$ cat src/rtl/ram_copy_engine.sv
// ram_copy_engine
// Copies a block of words inside a single-port synchronous RAM by issuing one
// read access followed by one write access per word (2 cycles per word).
//
//   state | meaning
//   ------+--------------------------------------------------------------
//   IDLE  | bus idle, waiting for start
//   RD    | read access at src pointer (RAM registers data on closing edge)
//   WR    | write access at dst pointer with the word read in RD
//   FIN   | one-cycle done pulse, start ignored
//
// Ports:
//   clk, reset_b                 clock, asynchronous active-low reset
//   start, src_addr, dst_addr, len  copy request (sampled only in IDLE)
//   busy, done                   status (done is a one-cycle pulse)
//   ram_address, ram_din, ram_rnw, ram_cs_b  RAM initiator port
//   ram_dout                     registered RAM read data
module ram_copy_engine #(
    parameter int AW = 13,
    parameter int DW = 32,
    parameter int LW = 14
) (
    input  logic          clk,
    input  logic          reset_b,
    input  logic          start,
    input  logic [AW-1:0] src_addr,
    input  logic [AW-1:0] dst_addr,
    input  logic [LW-1:0] len,
    output logic          busy,
    output logic          done,
    output logic [AW-1:0] ram_address,
    output logic [DW-1:0] ram_din,
    input  logic [DW-1:0] ram_dout,
    output logic          ram_rnw,
    output logic          ram_cs_b
);

    typedef enum logic [1:0] {S_IDLE, S_RD, S_WR, S_FIN} state_t;

    localparam logic [LW-1:0] MAX_LEN = LW'(2 ** AW);

    state_t        state_q, state_d;
    logic [AW-1:0] src_q, src_d;
    logic [AW-1:0] dst_q, dst_d;
    logic [LW-1:0] cnt_q, cnt_d;
    logic          busy_q, busy_d;
    logic          done_q, done_d;
    logic          cs_b_q, cs_b_d;
    logic          rnw_q, rnw_d;
    logic [AW-1:0] addr_q, addr_d;

    always_ff @(posedge clk or negedge reset_b) begin
        if (!reset_b) begin
            state_q <= S_IDLE;
            src_q   <= '0;
            dst_q   <= '0;
            cnt_q   <= '0;
            busy_q  <= 1'b0;
            done_q  <= 1'b0;
            cs_b_q  <= 1'b1;
            rnw_q   <= 1'b1;
            addr_q  <= '0;
        end else begin
            state_q <= state_d;
            src_q   <= src_d;
            dst_q   <= dst_d;
            cnt_q   <= cnt_d;
            busy_q  <= busy_d;
            done_q  <= done_d;
            cs_b_q  <= cs_b_d;
            rnw_q   <= rnw_d;
            addr_q  <= addr_d;
        end
    end

    // Next state and pointer/count updates. Pointers wrap naturally at 2^AW.
    always_comb begin
        state_d = state_q;
        src_d   = src_q;
        dst_d   = dst_q;
        cnt_d   = cnt_q;
        unique case (state_q)
            S_IDLE: begin
                if (start) begin
                    if (len != '0) begin
                        state_d = S_RD;
                        src_d   = src_addr;
                        dst_d   = dst_addr;
                        cnt_d   = (len > MAX_LEN) ? MAX_LEN : len;
                    end else begin
                        state_d = S_FIN;
                    end
                end
            end
            S_RD: begin
                src_d   = src_q + AW'(1);
                state_d = S_WR;
            end
            S_WR: begin
                dst_d   = dst_q + AW'(1);
                cnt_d   = cnt_q - LW'(1);
                state_d = (cnt_q == LW'(1)) ? S_FIN : S_RD;
            end
            S_FIN: begin
                state_d = S_IDLE;
            end
            default: state_d = S_IDLE;
        endcase
    end

    // Outputs are registered, so they are derived from the upcoming state and
    // the upcoming pointer values. The address holds its last value when idle.
    always_comb begin
        busy_d = (state_d == S_RD) || (state_d == S_WR);
        done_d = (state_d == S_FIN);
        cs_b_d = !busy_d;
        rnw_d  = (state_d != S_WR);
        addr_d = addr_q;
        if (state_d == S_RD) begin
            addr_d = src_d;
        end else if (state_d == S_WR) begin
            addr_d = dst_d;
        end
    end

    assign busy        = busy_q;
    assign done        = done_q;
    assign ram_cs_b    = cs_b_q;
    assign ram_rnw     = rnw_q;
    assign ram_address = addr_q;
    assign ram_din     = ram_dout;

endmodule

$ cat config.mk
export PLATFORM = sky130hd
export DESIGN_NAME = ram_copy_engine
export DESIGN_NICKNAME = d
export VERILOG_FILES = /design/src/rtl/ram_copy_engine.sv
export SDC_FILE = /design/constraint.sdc
export NUM_CORES = 1
export LEC_CHECK = 0
export BUFFER_PORTS_ARGS = -buffer_cell sky130_fd_sc_hd__buf_4
export CORE_UTILIZATION = 40
export CTS_CLUSTER_SIZE = 40
export DETAILED_ROUTE_END_ITERATION = 16
export PLACE_DENSITY = 0.69
export SKIP_CTS_REPAIR_TIMING = 1
export SYNTH_ARGS = -nofsm -noshare
export SYNTH_HDL_FRONTEND = slang
export SYNTH_SLANG_ARGS = --single-unit
$ cat constraint.sdc
create_clock -name clk -period 2.6 [get_ports clk]
set_input_delay 0.39 -clock clk [delete_from_list [all_inputs] [get_ports clk]]
set_output_delay 0.39 -clock clk [all_outputs]
set_load 0.1 [all_outputs]
==> run summary, run 1 <==
The setup slack after placement came out at -0.1120 ns. In the detailed route, the total length drawn on met3 is 734 um. The floorplan core area came out at 8763 um2. The chip width is 97.33 um.

The number of remaining DRC errors came out at 0. The synthesis-stage register bit count is 59. The final count of pins violating max slew came out at 0.

On the final layout, the worst clock skew is 0.01265 ns. The critical path is of the in -> reg type. The maximum vdd ir drop is 0.8624 mV.

For this design, the sink count on the clock tree is 59. Of the synthesized area, sequential elements account for 40.69%. For this run the aggregate overflow at the end of global routing stands at 0. The number of buffers and inverters on the critical path is 3.

STA classifies the critical path endpoint as a flip-flop. The clock tree from TritonCTS is done. Wires add up to 10,140 um. The per-instance average area after synthesis came out at 8.887 um2. The peak clock frequency supported by timing is 418.9 MHz. The detailed router's first-iteration violation count is 178. The top-area cell type share of the netlist area is 39.24%. The total number of vias is 3,431. Entering global routing, the biggest net connects 60 pins. The largest total area in the synthesized netlist belongs to sky130_fd_sc_hd__dfrtp_1. The number of top-level pins came out at 124. The post-synthesis net count is 491. The number of failing hold endpoints at the final stage is 0. Data on the critical path arrives at its endpoint at 2.66 ns.

The ratio of total power to cell area is 1446 nW/um2. The number of max-cap violations is 0. Setup repair after global routing left no endpoint under its margin. The first-pass detailed-route iteration total came out at 7. In this run the clock root is driven by a sky130_fd_sc_hd__clkbuf_8.

The combinational family with the most area after synthesis is compound AO/OA/AOI/OAI gates. Setup violations remaining at the end of the flow were counted as 0. The cell type group with the largest total delay on the critical path is simple AND/OR/NAND/NOR gates. The effective utilization at floorplan is 41.48%. Among all stages on the critical path, the largest delay is contributed by sky130_fd_sc_hd__or4_4. The worst hold slack is 0.1141 ns.

The total global-route track usage came out at 21.65%. The parity-gate share of the synthesized area counting xor and xnor cells came out at 0%. During synthesis, Yosys emitted a total of 0 warnings. The synthesized design contains 0 enable-type register cells.

The maximum clock insertion buffer count came out at 2. The largest single stage delay on the critical path is 0.55 ns. The routability congestion estimate came out at 0.8540. At the worst endpoint, the required time is 2.88 ns. The arithmetic-cell share of the synthesized area counting full adders, half adders and majority gates is 2.410%.

The count of nets left with antenna violations once routing finished came out at 0. The share of async-settable or async-resettable flops after synthesis came out at 100.0%. Detailed placement ended at an HPWL of 7614 um.

STA classifies the critical path startpoint as a primary input. The biggest fanout along the worst timing path came out at 9. The synthesized instance count came out at 409. The share of the cycle needed by the critical path after routing is 91.81%. In this run the static leakage power is 0.002008 uW.

At the pin with the least slew margin, the transition time is 0.7670 ns. The quantity of I/O buffers inserted on ports came out at 59. The share of the synthesized area in compound gates (AO/OA/AOI/OAI) came out at 25.23%. The antenna diode instance count came out at 0. The post-layout minimum cycle time is 2.387 ns. Cells with a size suffix above 1 make up 29.41% of the layout.

In the post-synthesis netlist, the biggest area contributors are sky130_fd_sc_hd__dfrtp_1 39%, sky130_fd_sc_hd__buf_4 6.8%, sky130_fd_sc_hd__nor2_1 4.3%, sky130_fd_sc_hd__o21ai_0 3.9%, sky130_fd_sc_hd__nand2_1 3.7%. The number of global-route vias before repair is 3,396. The final net count is 553. The type of the most critical hold path is in -> async. The depth of the CTS H-tree is 3.

The floorplan die area is 9472 um2. At the later pin of the worst-skew pair, clock insertion delay measures 0.34 ns. The total number of placement rows is 34.

The initial antenna violation count came out at 0. Counting the fill cells in the layout gives 826. The cell area after technology mapping came out at 3635 um2. In this run, distinct cell masters in the synthesized netlist total 65.

The total clock buffers created by CTS came out at 9. The flow ran to the end, and the final reports show no timing, DRC or antenna violations. Summing the areas of all and, or, nand and nor instances in the mapped netlist gives 20.38% of the synthesized area. The final worst slack is 0.2128 ns. The highest metal layer carrying signal wires in the routed design is met4. Among the stages of the critical path, the cell type that occurs most often is sky130_fd_sc_hd__inv_1. The area added between synthesis and finish came out at 23.99%. Using the TritonRoute via totals, the vias-per-cell ratio works out to 5.875. The flop-to-flop setup slack came out at 0.31 ns.

Of the post-synthesis cell area, the part taken by muxes is 0.8262%. The relative max-transition margin is 48.87%. The floorplan die height came out at 97.33 um. The total routed wire length on the met1 layer came out at 4231 um. The first global-routing pass estimated 16,350 um of wire.

The average routed wire per standard cell came out at 17.36 um. In the synthesized netlist the dominant register cell turns out to be sky130_fd_sc_hd__dfrtp_1. Traced cell by cell, the critical path runs through buf_4 -> or4_4 -> nor4_4 -> a21oi_1 -> nor2_1 -> a31oi_1 -> inv_1 -> ha_4 -> inv_1 -> nand2_4 -> a2111oi_2 -> a221o_1. The routed length on met2 is 4816 um. The register clock-pin slew on the reported worst setup and hold paths came out at 0.07 ns.
[cell type report]
class / instances / area (um2) / area share [%]
clock buffer: 10 / 127.6 / 2.832
clock inverter: 6 / 90.09 / 1.999
inverter: 16 / 60.06 / 1.333
multi-input combinational: 285 / 1839 / 40.81
sequential: 59 / 1479 / 32.82
tap: 108 / 135.1 / 2.998
timing repair buffer: 100 / 775.7 / 17.21
[cell usage in the layout (no fill, tap or decap), drive strengths merged, types with 6 or more instances in the layout]
cell and n:
o21ai 31, and3 8, ha 7, nand3 11, a21oi 26, buf 100, dfrtp 57, nand2b 6
o22ai 7, nand2 36, nor4 6, nor2 43, clkbuf 10, nor3 15, inv 16
[routing by layer]
layer | track usage (%) | vias up
met3 | 4.964 | 44
met2 | 35.32 | 159
li1 | - | 1606
met4 | 10.29 | 0
met5 | 0 | -
met1 | 27.12 | 1622
[final timing paths]
path / depth (start not counted) / start / end
hold reg to reg: 2 / cnt_q[7] / cnt_q[7]
min in group clk: 3 / dst_addr[12] / dst_q[12]
hold / removal: 1 / reset_b / cnt_q[3]
setup / recovery: 12 / len[13] / ram_address[6]
setup reg to reg: 9 / cnt_q[10] / ram_address[6]
max in group asynchronous: 1 / reset_b / dst_q[8]
[cell usage after synthesis (all sizes together), types with 3 or more instances]
cell type,n
o221a,5
o22a,3
o221ai,3
mux2i,3
a221oi,3
o22ai,7
a221o,4
a31oi,4
nor3,15
o311a,4
nor2b,4
or3,4
nand2,36
nor4,6
inv,16
nor2,43
and3,8
ha,7
buf,39
nand3,11
a21oi,26
nand2b,6
or4,3
clkbuf,10
or2,4
o32ai,3
dfrtp,57
a22oi,5
o21ai,31
a32oi,3
[sequential cells by signal, summed over array words and instances (netlist names)]
signal and count:
busy 1, ram_rnw 1, done 1, cnt_q 14, src_q 13, ram_cs_b 1
ram_address 13, dst_q 13, state_q 2
[where the power goes]
group | internal [uW] | switching [uW]
Clock | 542 | 399
Sequential | 1380 | 457
Combinational | 1400 | 2350
[per-stage QoR]
stage	cell area [um2]	TNS, ns	cells	total power (uW)	util, %
3_5_place_dp	4289	-1.028	568	5552	48.94
3_3_place_gp	4289	-0.5202	568	5464	48.94
5_1_grt	4507	0	584	6895	51.43
2_1_floorplan	3709	-1.302	409	4654	-
4_1_cts	4507	0	584	6503	51.43
6_report	4507	0	584	6518	51.43
[cell families after synthesis]
family,Yosys count
AOI/OAI and AO/OA,126
adders and majority gates,7
buffers and inverters,65
DFF,59
muxes,3
and+or+nand+nor,149
(Power assumes the default switching activity.)
==> run 2: changes to the inputs <==
Settings changed: BUFFER_PORTS_ARGS -buffer_cell sky130_fd_sc_hd__buf_4 to -buffer_cell sky130_fd_sc_hd__buf_2.
==> run summary, run 2 (synthesis gave the netlist of run 1 again) <==
The share of post-route cells with drive strength above 1 came to 29.24% (was 29.41%). The startpoint of the lowest-slack register-to-register path is cnt_q[10] (unchanged). The data arrival time of the critical path came to 2.68 ns (was 2.66 ns).

The final count of pins violating max slew came out at 0 (unchanged). The clock tree from TritonCTS is done (unchanged). The worst hold slack is 0.09563 ns (was 0.1141 ns). The effective utilization at floorplan was 41.48% (unchanged). The total number of placement rows came out at 34 (unchanged). The depth of the CTS H-tree is 3 (unchanged). The path type of the worst setup path is in -> reg (unchanged). Highest-count cells in the layout ignoring fill and taps: 59 x sky130_fd_sc_hd__buf_2, 57 x sky130_fd_sc_hd__dfrtp_1, 42 x sky130_fd_sc_hd__nor2_1, 35 x sky130_fd_sc_hd__nand2_1, 35 x sky130_fd_sc_hd__buf_4 (was 98 x sky130_fd_sc_hd__buf_4, 57 x sky130_fd_sc_hd__dfrtp_1, 42 x sky130_fd_sc_hd__nor2_1, 35 x sky130_fd_sc_hd__nand2_1, 28 x sky130_fd_sc_hd__o21ai_0).

The maximum clock insertion buffer count came out at 2 (unchanged). The quantity of I/O buffers inserted on ports came out at 59 (unchanged). The floorplan die area came out at 9472 um2 (unchanged). The final net count was 549 (was 553). The register clock-pin slew on the reported worst setup and hold paths is 0.07 ns (about the same). The number of sinks handled by clock tree synthesis was 59 (unchanged).

The leading cell type in the layout, fill and taps excluded was sky130_fd_sc_hd__buf_2 (was sky130_fd_sc_hd__buf_4). The kind of end point of the critical path is a flip-flop (unchanged). The ratio of total power to cell area was 1453 nW/um2 (was 1446 nW/um2).

The leakage power came to 0.001928 uW (was 0.002008 uW). Status: finished clean (unchanged). The final design utilization is 49.23% (was 51.43%). The floorplan core area is 8763 um2 (unchanged). The final worst slack is 0.2013 ns (was 0.2128 ns). The startpoint of the most critical setup path is len[13] (unchanged). The sum of overflow across all layers after global routing came out at 0 (unchanged). The number of global-route vias before repair is 3,236 (was 3,396). The register with the most flip-flops was cnt_q (unchanged). The routability congestion estimate is 0.8728 (was 0.8540).

The half-perimeter wire length after placement came to 7743 um (was 7614 um). The average routed wire per standard cell came out at 17.20 um (was 17.36 um). The total wire length after detailed routing was 9975 um (was 10,140 um). The type of the most critical hold path is in -> async (unchanged).

The first-pass detailed-route iteration total is 5 (was 7). The total clock buffers created by CTS is 9 (unchanged). The maximum vdd ir drop is 0.6928 mV (was 0.8624 mV). The final count of negative-setup-slack endpoints was 0 (unchanged).

The worst clock skew on the final layout is 0.01206 ns (was 0.01265 ns). The area added between synthesis and finish is 18.69% (was 23.99%). The pin count of the biggest net entering global routing is 32 (was 60). The number of top-level pins came out at 124 (unchanged). The floorplan die height came out at 97.33 um (unchanged). The endpoint required time on the critical path is 2.88 ns (about the same). The final total power is 6269 uW (was 6518 uW). The flop-to-flop setup slack came out at 0.30 ns (was 0.31 ns). The detailed router's first-iteration violation count is 214 (was 178). The total number of vias is 3,360 (was 3,431).

The biggest fanout along the worst timing path was 9 (unchanged). The residual antenna-violating net count after detailed routing came out at 0 (unchanged). The wire length of the first global-routing pass came to 16,220 um (was 16,350 um). The capturing point of the worst reg2reg path was ram_address[6] (unchanged). The number of failing hold endpoints at the final stage came out at 0 (unchanged). The placed instance count came out at 564 (was 568).

The clock root buffer is sky130_fd_sc_hd__clkbuf_8 (unchanged). The detailed-route vias per instance came out at 5.793 (was 5.875). The capturing element of the worst setup path is ram_address[6] (unchanged). The measured slew at the worst slew-check pin is 0.7127 ns (was 0.7670 ns). Setup repair after global routing missed its margin: false (unchanged).

The number of standard cells in the layout, taps in and fillers out is 580 (was 584). The worst reg2reg path depth is 9 (unchanged). The chip width is 97.33 um (unchanged). The category of the worst setup path launch point is a primary input (unchanged). The setup slack after placement is -0.1508 ns (was -0.1120 ns). The total global-route track usage came out at 21.55% (was 21.65%). The peak clock frequency supported by timing is 416.9 MHz (was 418.9 MHz). The initial antenna violation count is 0 (unchanged). The antenna diode instance count came out at 0 (unchanged).

The clock latency reported for the late side of the worst-skew pair came to 0.34 ns (about the same). The number of flip-flops under the largest register name is 14 (unchanged). The number of remaining DRC errors came out at 0 (unchanged). The post-layout minimum cycle time was 2.399 ns (was 2.387 ns). The share of the cycle needed by the critical path after routing came to 92.26% (was 91.81%).

The number of max-cap violations is 0 (unchanged). The relative max-transition margin came out at 52.48% (was 48.87%).
-- run 2: where the power goes --
part | switching, uW | internal, uW | leakage [uW] | total (uW)
Clock | 401 | 447 | 0.0000958 | 848
Combinational | 2340 | 1270 | 0.00113 | 3610
Sequential | 431 | 1380 | 0.000698 | 1810
Total | 3170 | 3100 | 0.00193 | 6270
-- run 2: area by class of cell --
| class | count | area (um2) |
|---|---|---|
| clock buffer | 9 | 123.9 |
| clock inverter | 7 | 76.32 |
| fill | 834 | 4449 |
| inverter | 16 | 60.06 |
| multi-input combinational | 285 | 1842 |
| sequential | 59 | 1479 |
| tap | 108 | 135.1 |
| timing repair buffer | 96 | 598.1 |
-- run 2: worst min-delay path by stage --
stage | start | to | cells after the start
2_1_floorplan | reset_b | busy | 0
3_3_place_gp | reset_b | cnt_q[4] | 1
3_5_place_dp | reset_b | cnt_q[3] | 1
4_1_cts | reset_b | busy | 1
5_1_grt | reset_b | ram_address[2] | 1
6_report | reset_b | cnt_q[4] | 1
-- run 2: critical path, cell delays in order --
cell	delay (ns)
sky130_fd_sc_hd__buf_2	0.10
sky130_fd_sc_hd__or4_4	0.55
sky130_fd_sc_hd__nor4_4	0.33
sky130_fd_sc_hd__a21oi_1	0.11
sky130_fd_sc_hd__nor2_1	0.11
sky130_fd_sc_hd__a31oi_1	0.08
sky130_fd_sc_hd__inv_1	0.14
sky130_fd_sc_hd__ha_4	0.24
sky130_fd_sc_hd__inv_1	0.11
sky130_fd_sc_hd__nand2_4	0.12
sky130_fd_sc_hd__a2111oi_2	0.24
sky130_fd_sc_hd__a221o_1	0.16
-- run 2: layer usage --
metal | vias up | global-route usage, % | part of all wire [%]
li1 | 1595 | - | -
met1 | 1601 | 27.79 | 44
met2 | 122 | 33.80 | 46
met3 | 42 | 5.971 | 6.5
met4 | 0 | 9.615 | 3.6
met5 | - | 0 | 0
-- run 2: metrics by stage --
stage	area, um2	TNS, ns
floorplan	3709	-1.302
global placement	4111	-0.4283
detailed placement	4111	-0.9714
CTS	4312	0
global route	4314	0
finish	4314	0
